==> src/rtl/cpu_loader.sv <==
// rtl/cpu_loader.sv - byte-stream program/data loader driving the CPU memory write ports
// Decodes load/start/stop commands and pulses one IMEM or DMEM write per assembled word.
module cpu_loader #(
    parameter int IMEM_WORDS = 512,
    parameter int DMEM_WORDS = 1024
) (
    input  logic        clk,
    input  logic        rst,
    input  logic [7:0]  in_data,
    input  logic        in_valid,
    output logic        in_ready,
    output logic [63:0] addr_ext,
    output logic        wen_ext,
    output logic [31:0] wdata_ext,
    output logic [63:0] addr_ext_2,
    output logic        wen_ext_2,
    output logic [63:0] wdata_ext_2,
    output logic        cpu_enable,
    output logic        busy,
    output logic        error
);

    typedef enum logic [2:0] {
        IDLE  = 3'd0,
        HDR   = 3'd1,
        DATA  = 3'd2,
        WRITE = 3'd3,
        ERR   = 3'd4
    } state_t;

    localparam logic [7:0] CMD_IMEM  = 8'h01;
    localparam logic [7:0] CMD_DMEM  = 8'h02;
    localparam logic [7:0] CMD_START = 8'h03;
    localparam logic [7:0] CMD_STOP  = 8'h04;

    localparam logic [16:0] IMEM_LIMIT = 17'(IMEM_WORDS);
    localparam logic [16:0] DMEM_LIMIT = 17'(DMEM_WORDS);

    state_t      state_q, state_d;
    logic        dmem_q, dmem_d;
    logic [15:0] offset_q, offset_d;
    logic [15:0] count_q, count_d;
    logic [15:0] idx_q, idx_d;
    logic [2:0]  byte_cnt_q, byte_cnt_d;
    logic [63:0] word_q, word_d;
    logic        cpu_en_q, cpu_en_d;
    logic [63:0] addr_i_q, addr_i_d;
    logic [31:0] wdata_i_q, wdata_i_d;
    logic [63:0] addr_d_q, addr_d_d;
    logic [63:0] wdata_d_q, wdata_d_d;

    logic        accept;
    logic        last_byte;
    logic [15:0] count_full;
    logic [16:0] span;
    logic [16:0] word_addr;
    logic [5:0]  lane;

    always_ff @(posedge clk) begin
        if (rst) begin
            state_q    <= IDLE;
            dmem_q     <= 1'b0;
            offset_q   <= '0;
            count_q    <= '0;
            idx_q      <= '0;
            byte_cnt_q <= '0;
            word_q     <= '0;
            cpu_en_q   <= 1'b0;
            addr_i_q   <= '0;
            wdata_i_q  <= '0;
            addr_d_q   <= '0;
            wdata_d_q  <= '0;
        end else begin
            state_q    <= state_d;
            dmem_q     <= dmem_d;
            offset_q   <= offset_d;
            count_q    <= count_d;
            idx_q      <= idx_d;
            byte_cnt_q <= byte_cnt_d;
            word_q     <= word_d;
            cpu_en_q   <= cpu_en_d;
            addr_i_q   <= addr_i_d;
            wdata_i_q  <= wdata_i_d;
            addr_d_q   <= addr_d_d;
            wdata_d_q  <= wdata_d_d;
        end
    end

    always_comb begin
        state_d    = state_q;
        dmem_d     = dmem_q;
        offset_d   = offset_q;
        count_d    = count_q;
        idx_d      = idx_q;
        byte_cnt_d = byte_cnt_q;
        word_d     = word_q;
        cpu_en_d   = cpu_en_q;
        addr_i_d   = addr_i_q;
        wdata_i_d  = wdata_i_q;
        addr_d_d   = addr_d_q;
        wdata_d_d  = wdata_d_q;

        in_ready   = (state_q == IDLE) || (state_q == HDR) || (state_q == DATA);
        accept     = in_valid && in_ready;
        lane       = {byte_cnt_q, 3'b000};
        last_byte  = dmem_q ? (byte_cnt_q == 3'd7) : (byte_cnt_q == 3'd3);
        count_full = {in_data, count_q[7:0]};
        span       = {1'b0, offset_q} + {1'b0, count_full};
        word_addr  = {1'b0, offset_q} + {1'b0, idx_q};

        case (state_q)
            IDLE: begin
                if (accept) begin
                    byte_cnt_d = '0;
                    idx_d      = '0;
                    case (in_data)
                        CMD_IMEM, CMD_DMEM: begin
                            // Loading while the core runs would race its own fetches.
                            if (cpu_en_q) begin
                                state_d  = ERR;
                                cpu_en_d = 1'b0;
                            end else begin
                                state_d = HDR;
                                dmem_d  = (in_data == CMD_DMEM);
                            end
                        end
                        CMD_START: cpu_en_d = 1'b1;
                        CMD_STOP:  cpu_en_d = 1'b0;
                        default: begin
                            state_d  = ERR;
                            cpu_en_d = 1'b0;
                        end
                    endcase
                end
            end
            HDR: begin
                if (accept) begin
                    byte_cnt_d = byte_cnt_q + 3'd1;
                    case (byte_cnt_q[1:0])
                        2'd0: offset_d[7:0]  = in_data;
                        2'd1: offset_d[15:8] = in_data;
                        2'd2: count_d[7:0]   = in_data;
                        default: begin
                            count_d    = count_full;
                            byte_cnt_d = '0;
                            if (span > (dmem_q ? DMEM_LIMIT : IMEM_LIMIT)) begin
                                state_d  = ERR;
                                cpu_en_d = 1'b0;
                            end else if (count_full == 16'd0) begin
                                state_d = IDLE;
                            end else begin
                                state_d = DATA;
                            end
                        end
                    endcase
                end
            end
            DATA: begin
                if (accept) begin
                    word_d[lane +: 8] = in_data;
                    byte_cnt_d        = byte_cnt_q + 3'd1;
                    if (last_byte) begin
                        // Port registers load here so they hold through and after the strobe.
                        byte_cnt_d = '0;
                        state_d    = WRITE;
                        if (dmem_q) begin
                            addr_d_d  = {44'd0, word_addr, 3'b000};
                            wdata_d_d = word_d;
                        end else begin
                            addr_i_d  = {45'd0, word_addr, 2'b00};
                            wdata_i_d = word_d[31:0];
                        end
                    end
                end
            end
            WRITE: begin
                idx_d   = idx_q + 16'd1;
                state_d = (idx_d == count_q) ? IDLE : DATA;
            end
            ERR: begin
                cpu_en_d = 1'b0;
            end
            default: begin
                state_d  = ERR;
                cpu_en_d = 1'b0;
            end
        endcase
    end

    assign wen_ext     = (state_q == WRITE) && !dmem_q;
    assign wen_ext_2   = (state_q == WRITE) && dmem_q;
    assign addr_ext    = addr_i_q;
    assign wdata_ext   = wdata_i_q;
    assign addr_ext_2  = addr_d_q;
    assign wdata_ext_2 = wdata_d_q;
    assign cpu_enable  = cpu_en_q;
    assign error       = (state_q == ERR);
    assign busy        = (state_q != IDLE) && (state_q != ERR);

endmodule

==> config.mk <==
export PLATFORM = sky130hd
export DESIGN_NAME = cpu_loader
export DESIGN_NICKNAME = d
export VERILOG_FILES = /design/src/rtl/cpu_loader.sv
export SDC_FILE = /design/constraint.sdc
export NUM_CORES = 1
export LEC_CHECK = 0
export BUFFER_PORTS_ARGS = -buffer_cell sky130_fd_sc_hd__buf_2
export CAP_MARGIN = 20
export CELL_PAD_IN_SITES_DETAIL_PLACEMENT = 1
export CELL_PAD_IN_SITES_GLOBAL_PLACEMENT = 2
export CORE_MARGIN = 5
export CORE_UTILIZATION = 32
export DETAILED_ROUTE_END_ITERATION = 6
export PLACE_DENSITY_LB_ADDON = 0.25
export REMOVE_ABC_BUFFERS = 1
export SYNTH_ARGS = -nofsm -noshare
export SYNTH_HDL_FRONTEND = slang
export SYNTH_SLANG_ARGS = --single-unit
export TNS_END_PERCENT = 20
==> constraint.sdc <==
create_clock -name clk -period 4.1 [get_ports clk]
set_input_delay 0.82 -clock clk [delete_from_list [all_inputs] [get_ports clk]]
set_output_delay 0.82 -clock clk [all_outputs]
set_load 0.005 [all_outputs]
---- After elaboration in Yosys (flattened, before gate mapping) ----
Cells that the tools add are included.
cells by class
  bitwise logic cells ..................... 5
  eq/ne operators ......................... 21
  multiplexer cells ....................... 28
  add/sub/neg operators ................... 5
  $lt $le $gt $ge ......................... 1
  reduce and logical (&&, ||, !) cells .... 29
  shifts and indexed selects .............. 2
operator list
  operator                count
  $bwmux 64               1
  $shift 8x8->64 const A  1
  $shiftx 8x8->64         1
  $mux 3                  12
  $add 16x16->17          2
  $pmux 16 s2             1
  $gt 17x11->1            1
  $add 16x1->16 const B   1
  $eq 16x16->1            1
  $eq 8x2->1 const B      2
  $logic_not 16->1        1
  $mux 16                 1
  $reduce_and 4->1        4
  $pmux 3 s5              1
  $ne 2x2->1 const B      6
  $reduce_and 3->1        4
  $mux 11                 1
  $eq 3x2->1 const B      3
  $pmux 3 s3              1
  $eq 8x1->1 const B      1
  $eq 8x3->1 const B      1
  $neg 6->8               1
  $reduce_and 7->1        1
  $eq 3x3->1 const B      2
  22 further kinds        40
storage, ports and cells
  output and inout port bits .............. 230
  input port bits ......................... 11
  word-level logic and storage cells ...... 105
  bits in registers ....................... 250

---- Longest topological paths before layout ----
  depth after elaboration ................. 6
  mapped depth ............................ 14
  depth with buffers taken out ............ 14

---- Worst setup path before layout ----
OpenSTA, ideal clock, no wires.
  path kind ............................... input to register
  from .................................... input port in_data[0]
  to ...................................... register state_q[2]
  stages on the path ...................... 13
  arrival ................................. 3,252 ps
  setup time .............................. 122 ps
  setup slack ............................. 726 ps
  cells stage by stage .................... ha_1 -> a211oi_1 -> nand3b_1 -> o211ai_1 -> xor2_1 -> ha_1 -> nor4bb_1 -> o211ai_1 -> a21oi_1 -> o2111ai_1 -> o31ai_2 -> nand4_1 -> o311a_1
between the ends
  longest elaborated chain between the ends .. 6
  elaborated cells on any way between the ends .. 16
  classes of those cells .................. add/sub: 1; order compare: 1; eq/ne: 5; mux: 6; reduce/logical: 3
RTL lines
  element               line  RTL
  start, declared       9     input logic [7:0] in_data,
  $add 16x16->17        108   span = {1'b0, offset_q} + {1'b0, count_full};
  $gt 17x11->1          146   if (span > (dmem_q ? DMEM_LIMIT : IMEM_LIMIT)) begin
  $mux 3                146
  $mux 3                139   case (byte_cnt_q[1:0])
  $mux 3                137   if (accept) begin
  $pmux 3 s5            111   case (state_q)
  end signal, assigned  74    state_q <= state_d;
  end, declared         39    state_t state_q, state_d;
Parallel ways exist; a longest one is shown, timed or not. The select of a mux whose other input is x is not followed.
A chain may end at the register's enable or synchronous reset.

---- Worst setup path in the final report ----
  from .................................... register count_q[0]
  to ...................................... register state_q[2]
between the ends
  longest elaborated chain between the ends .. 6
RTL lines
  element                 line  RTL
  start, declared         42    logic [15:0] count_q, count_d;
  start signal, assigned  77    count_q <= count_d;
  $add 16x16->17          108
  $gt 17x11->1            146
  $mux 3                  146
  $mux 3                  139
  $mux 3                  137
  $pmux 3 s5              111
Every way passes these cells. The select of a mux whose other input is x is not followed.

==> impl_metrics.env <==
export IMPL_status="completed"
export IMPL_drt_iter0_drc=450
export IMPL_min_from="addr_ext_2[9]"
export IMPL_setup_tns_final_ns=0
export IMPL_cp_start_kind="flop"
export IMPL_grt_pass1_vias=11300
export IMPL_clock_sinks=250
export IMPL_cts_buffers=31
export IMPL_tightest_slew_ns=0.741
export IMPL_p_leak_uw=0.00574
export IMPL_post_cts_buffers=0
export IMPL_worstSetupPathType="flop to flop"
export IMPL_crit_top_cell="ha_1"
export IMPL_cts_buffer_depth=3
export IMPL_arrival_ns=4.14
export IMPL_crit_required_ns=4.56
export IMPL_hold_class="flop to flop"
export IMPL_cpMaxStageDelayCell="fa_1"
export IMPL_fin_ws_ns=0.423
export IMPL_antennaDiodeCount=0
export IMPL_drt_wl_total_um=39900
export IMPL_clock_latency_ns=0.59
export IMPL_portBuffers=146
export IMPL_path_cells="ha_1, fa_1, a211oi_1, o21ai_0, a41oi_2, xnor2_1, ha_1, nor4bb_1, o211ai_1, a21oi_1, o2111ai_1, o31ai_2, nand4_1, o311a_1"
export IMPL_drv_cap=0
export IMPL_drtAntennaViolNets=0
export IMPL_power_density_nw_per_um2=376
export IMPL_ys_seq_elements=250
export IMPL_ys_types=64
export IMPL_htree_levels=1
export IMPL_place_ws_ns=0.278
export IMPL_yosysTopAreaCellShare_pct=39.7
export IMPL_num_rows=72
export IMPL_layout_cells_non_filler=2211
export IMPL_root_buffer="clkbuf_16"
export IMPL_fp_dieW_um=208
export IMPL_max_clock_freq_mhz=272
export IMPL_synth_async_reset_ratio_pct=0
export IMPL_drive_gt1_share_pct=14.0
export IMPL_dr_pass1_iters=4
export IMPL_synth_area_leader_cell="dfxtp_1"
export IMPL_synth_seq_area_share_pct=39.7
export IMPL_post_drt_wl_per_cell_um=18.1
export IMPL_cp_max_fo=4
export IMPL_via_per_inst=5.03
export IMPL_cp_startpoint="count_q[0]"
export IMPL_coreArea_sq_um=38800
export IMPL_clock_skew_final_ns=0.0158
export IMPL_grt_max_degree=102
export IMPL_post_cts_resized=0
export IMPL_clk_pin_slew_ns=0.06
export IMPL_gp_congestion=0.811
export IMPL_grt_overflow_total=0
export IMPL_cts_tree="built"
export IMPL_period_minus_slack_ns=3.68
export IMPL_dieArea_sq_um=43400
export IMPL_vias=11100
export IMPL_synth_flop_cell="dfxtp_1"
export IMPL_synth_area_leaders="dfxtp_1 40%, nor2_1 7.4%, a211oi_1 7.3%, a21oi_1 6.0%, buf_4 5.6%"
export IMPL_slew_viol_final=0
export IMPL_period_share_pct=89.7
export IMPL_hpwlAfterDp_um=27800
export IMPL_drc=0
export IMPL_gr_usage_all_layers_pct=17.7
export IMPL_fp_dieH_um=208
export IMPL_vdd_drop_max_uv=290
export IMPL_yosysWarnings=0
export IMPL_cts_hold_fix_buffers=0
export IMPL_hold_violations=0
export IMPL_slew_headroom_pct=50.4
export IMPL_syn_to_final_growth_pct=15.5
export IMPL_final_util_pct=37.5
export IMPL_antenna_found_initial=1
export IMPL_worst_setup_path_end_kind="flop"
export IMPL_rsz0062_at_grt="false"
export IMPL_io_pin_count=241
export IMPL_start_util_pct=32.4
export IMPL_avgSynthCellArea_sq_um=8.01
export IMPL_dp_cells=2153
export IMPL_max_stage_delay_ns=0.42
export IMPL_syn_inst=1572
export IMPL_p_total_uw=5480
export IMPL_nets=1722
export IMPL_setup_violations_final=0
export IMPL_grt_pass1_wl_um=63700
export IMPL_crit_reg2reg_launch="count_q[0]"
export IMPL_syn_cell_area_sq_um=12600
export IMPL_synth_edf_count=0
-- worst max-delay path, delay by kind of cell, from the launching register on --
kind | cells | cell delay (ns)
adder cells (fa/ha/maj) | 3 | 0.94
AO/OA/AOI/OAI | 8 | 1.75
flip-flops | 1 | 0.34
XOR/XNOR | 1 | 0.10
AND/OR/NAND/NOR | 2 | 0.44
-- per-stage QoR --
stage / instance area [sq um] / hold WS (ns)
after detailed placement: 13500 / 0.448
after CTS: 14500 / 0.457
after floorplan: 11800 / 0.430
after global routing: 14500 / 0.466
final: 14500 / 0.453
after global placement: 13500 / 0.441
-- cell families (layout without fill, tap and decap cells) --
group | after synthesis | after routing | share of synthesized area (%)
compound gates | 385 | 385 | 19.5
xor+xnor | 44 | 44 | 3.06
other cells | 1 | 94 | 0.0298
buf+inv | 220 | 248 | 9.54
mux | 41 | 41 | 3.27
simple gates | 588 | 588 | 20.4
flops | 250 | 250 | 39.7
fa+ha+maj | 43 | 43 | 4.39
-- layer usage --
layer / vias to the layer above / routed length, um / global-route usage [%]
met5: - / 0 / 0
met4: 0 / 736 / 3.31
met3: 44 / 1640 / 2.65
met2: 184 / 19100 / 30.6
met1: 5396 / 18500 / 23.8
li1: 5495 / - / -
-- registers in the layout, indices dropped and copies added, names as in the netlist --
| register | count |
|---|---|
| addr_ext | 17 |
| addr_ext_2 | 17 |
| byte_cnt_q | 3 |
| count_q | 16 |
| cpu_enable | 1 |
| dmem_q | 1 |
| idx_q | 16 |
| offset_q | 16 |
| state_q | 3 |
| wdata_ext | 32 |
| wdata_ext_2 | 64 |
| word_q | 64 |
-- cell usage in the layout (no fill, tap or decap), types with 4 or more instances in the layout --
| master | netlist | routed |
|---|---|---|
| clkbuf_1 | 89 | 5 |
| nor4_1 | 5 | 5 |
| buf_4 | 94 | 20 |
| a211o_1 | 5 | 5 |
| a31oi_1 | 4 | 4 |
| conb_1 | 1 | 94 |
| or3_1 | 8 | 8 |
| nand2_1 | 170 | 170 |
| a21oi_1 | 152 | 152 |
| buf_2 | 12 | 145 |
| nor2_1 | 249 | 248 |
| nand2b_1 | 8 | 8 |
| nand3b_1 | 8 | 8 |
| and3_1 | 4 | 4 |
| nor3_1 | 30 | 28 |
| dfxtp_1 | 250 | 250 |
| xor2_1 | 9 | 9 |
| clkinv_2 | 0 | 9 |
| bufinv_16 | 0 | 4 |
| and2_1 | 8 | 8 |
| nor2b_1 | 6 | 6 |
| a21o_1 | 13 | 13 |
| o21bai_1 | 5 | 5 |
| o21ai_0 | 40 | 40 |
| ha_1 | 41 | 41 |
| inv_1 | 19 | 19 |
| nand3_1 | 59 | 59 |
| nand4_1 | 14 | 14 |
| mux2i_1 | 40 | 40 |
| buf_12 | 0 | 5 |
| clkbuf_16 | 0 | 31 |
| a211oi_1 | 123 | 123 |
| nor4b_1 | 4 | 4 |
| o21a_1 | 8 | 8 |
| xnor2_1 | 35 | 35 |
| nor3b_1 | 5 | 5 |
| clkbuf_8 | 0 | 6 |
-- synthesized netlist by cell type (3+ instances only) --
master / instances
o21ai_0: 40
nor2b_1: 6
nor3b_1: 5
and3_1: 4
or3_1: 8
nor2_1: 249
a22oi_1: 3
nand4_1: 14
dfxtp_1: 250
nand2b_1: 8
o41ai_1: 3
and2_1: 8
a211oi_1: 123
a31oi_1: 4
nand2_1: 170
nand3b_1: 8
buf_1: 5
o211ai_1: 3
buf_2: 12
inv_1: 19
ha_1: 41
nor4_1: 5
o21bai_1: 5
buf_4: 94
nor4b_1: 4
a211o_1: 5
xor2_1: 9
xnor2_1: 35
a21o_1: 13
mux2i_1: 40
a21oi_1: 152
nor3_1: 30
clkbuf_1: 89
nand4b_1: 3
nand3_1: 59
o21a_1: 8
-- power breakdown --
group / internal [uW] / leakage (uW) / switching (uW)
clock: 1730 / 0.000530 / 1130
combinational: 41.4 / 0.00320 / 137
sequential: 2430 / 0.00201 / 4.27
-- final timing paths --
path | endpoint | slack [ns] | cells past startpoint
min reg2reg | addr_ext_2[9] | 0.45 | 2
max | state_q[2] | 0.42 | 14
min | addr_ext_2[9] | 0.45 | 2
max reg2reg | state_q[2] | 0.42 | 14
-- final cells by class --
class	instances	area [sq um]
Clock buffer	41	863
Clock inverter	17	209
Fill cell	4735	24300
Inverter	19	71.3
Multi-Input combinational cell	1195	6760
Sequential cell	250	5000
Tap cell	518	648
Timing Repair Buffer	171	990
No activity file was read; power rests on OpenSTA's default activity.
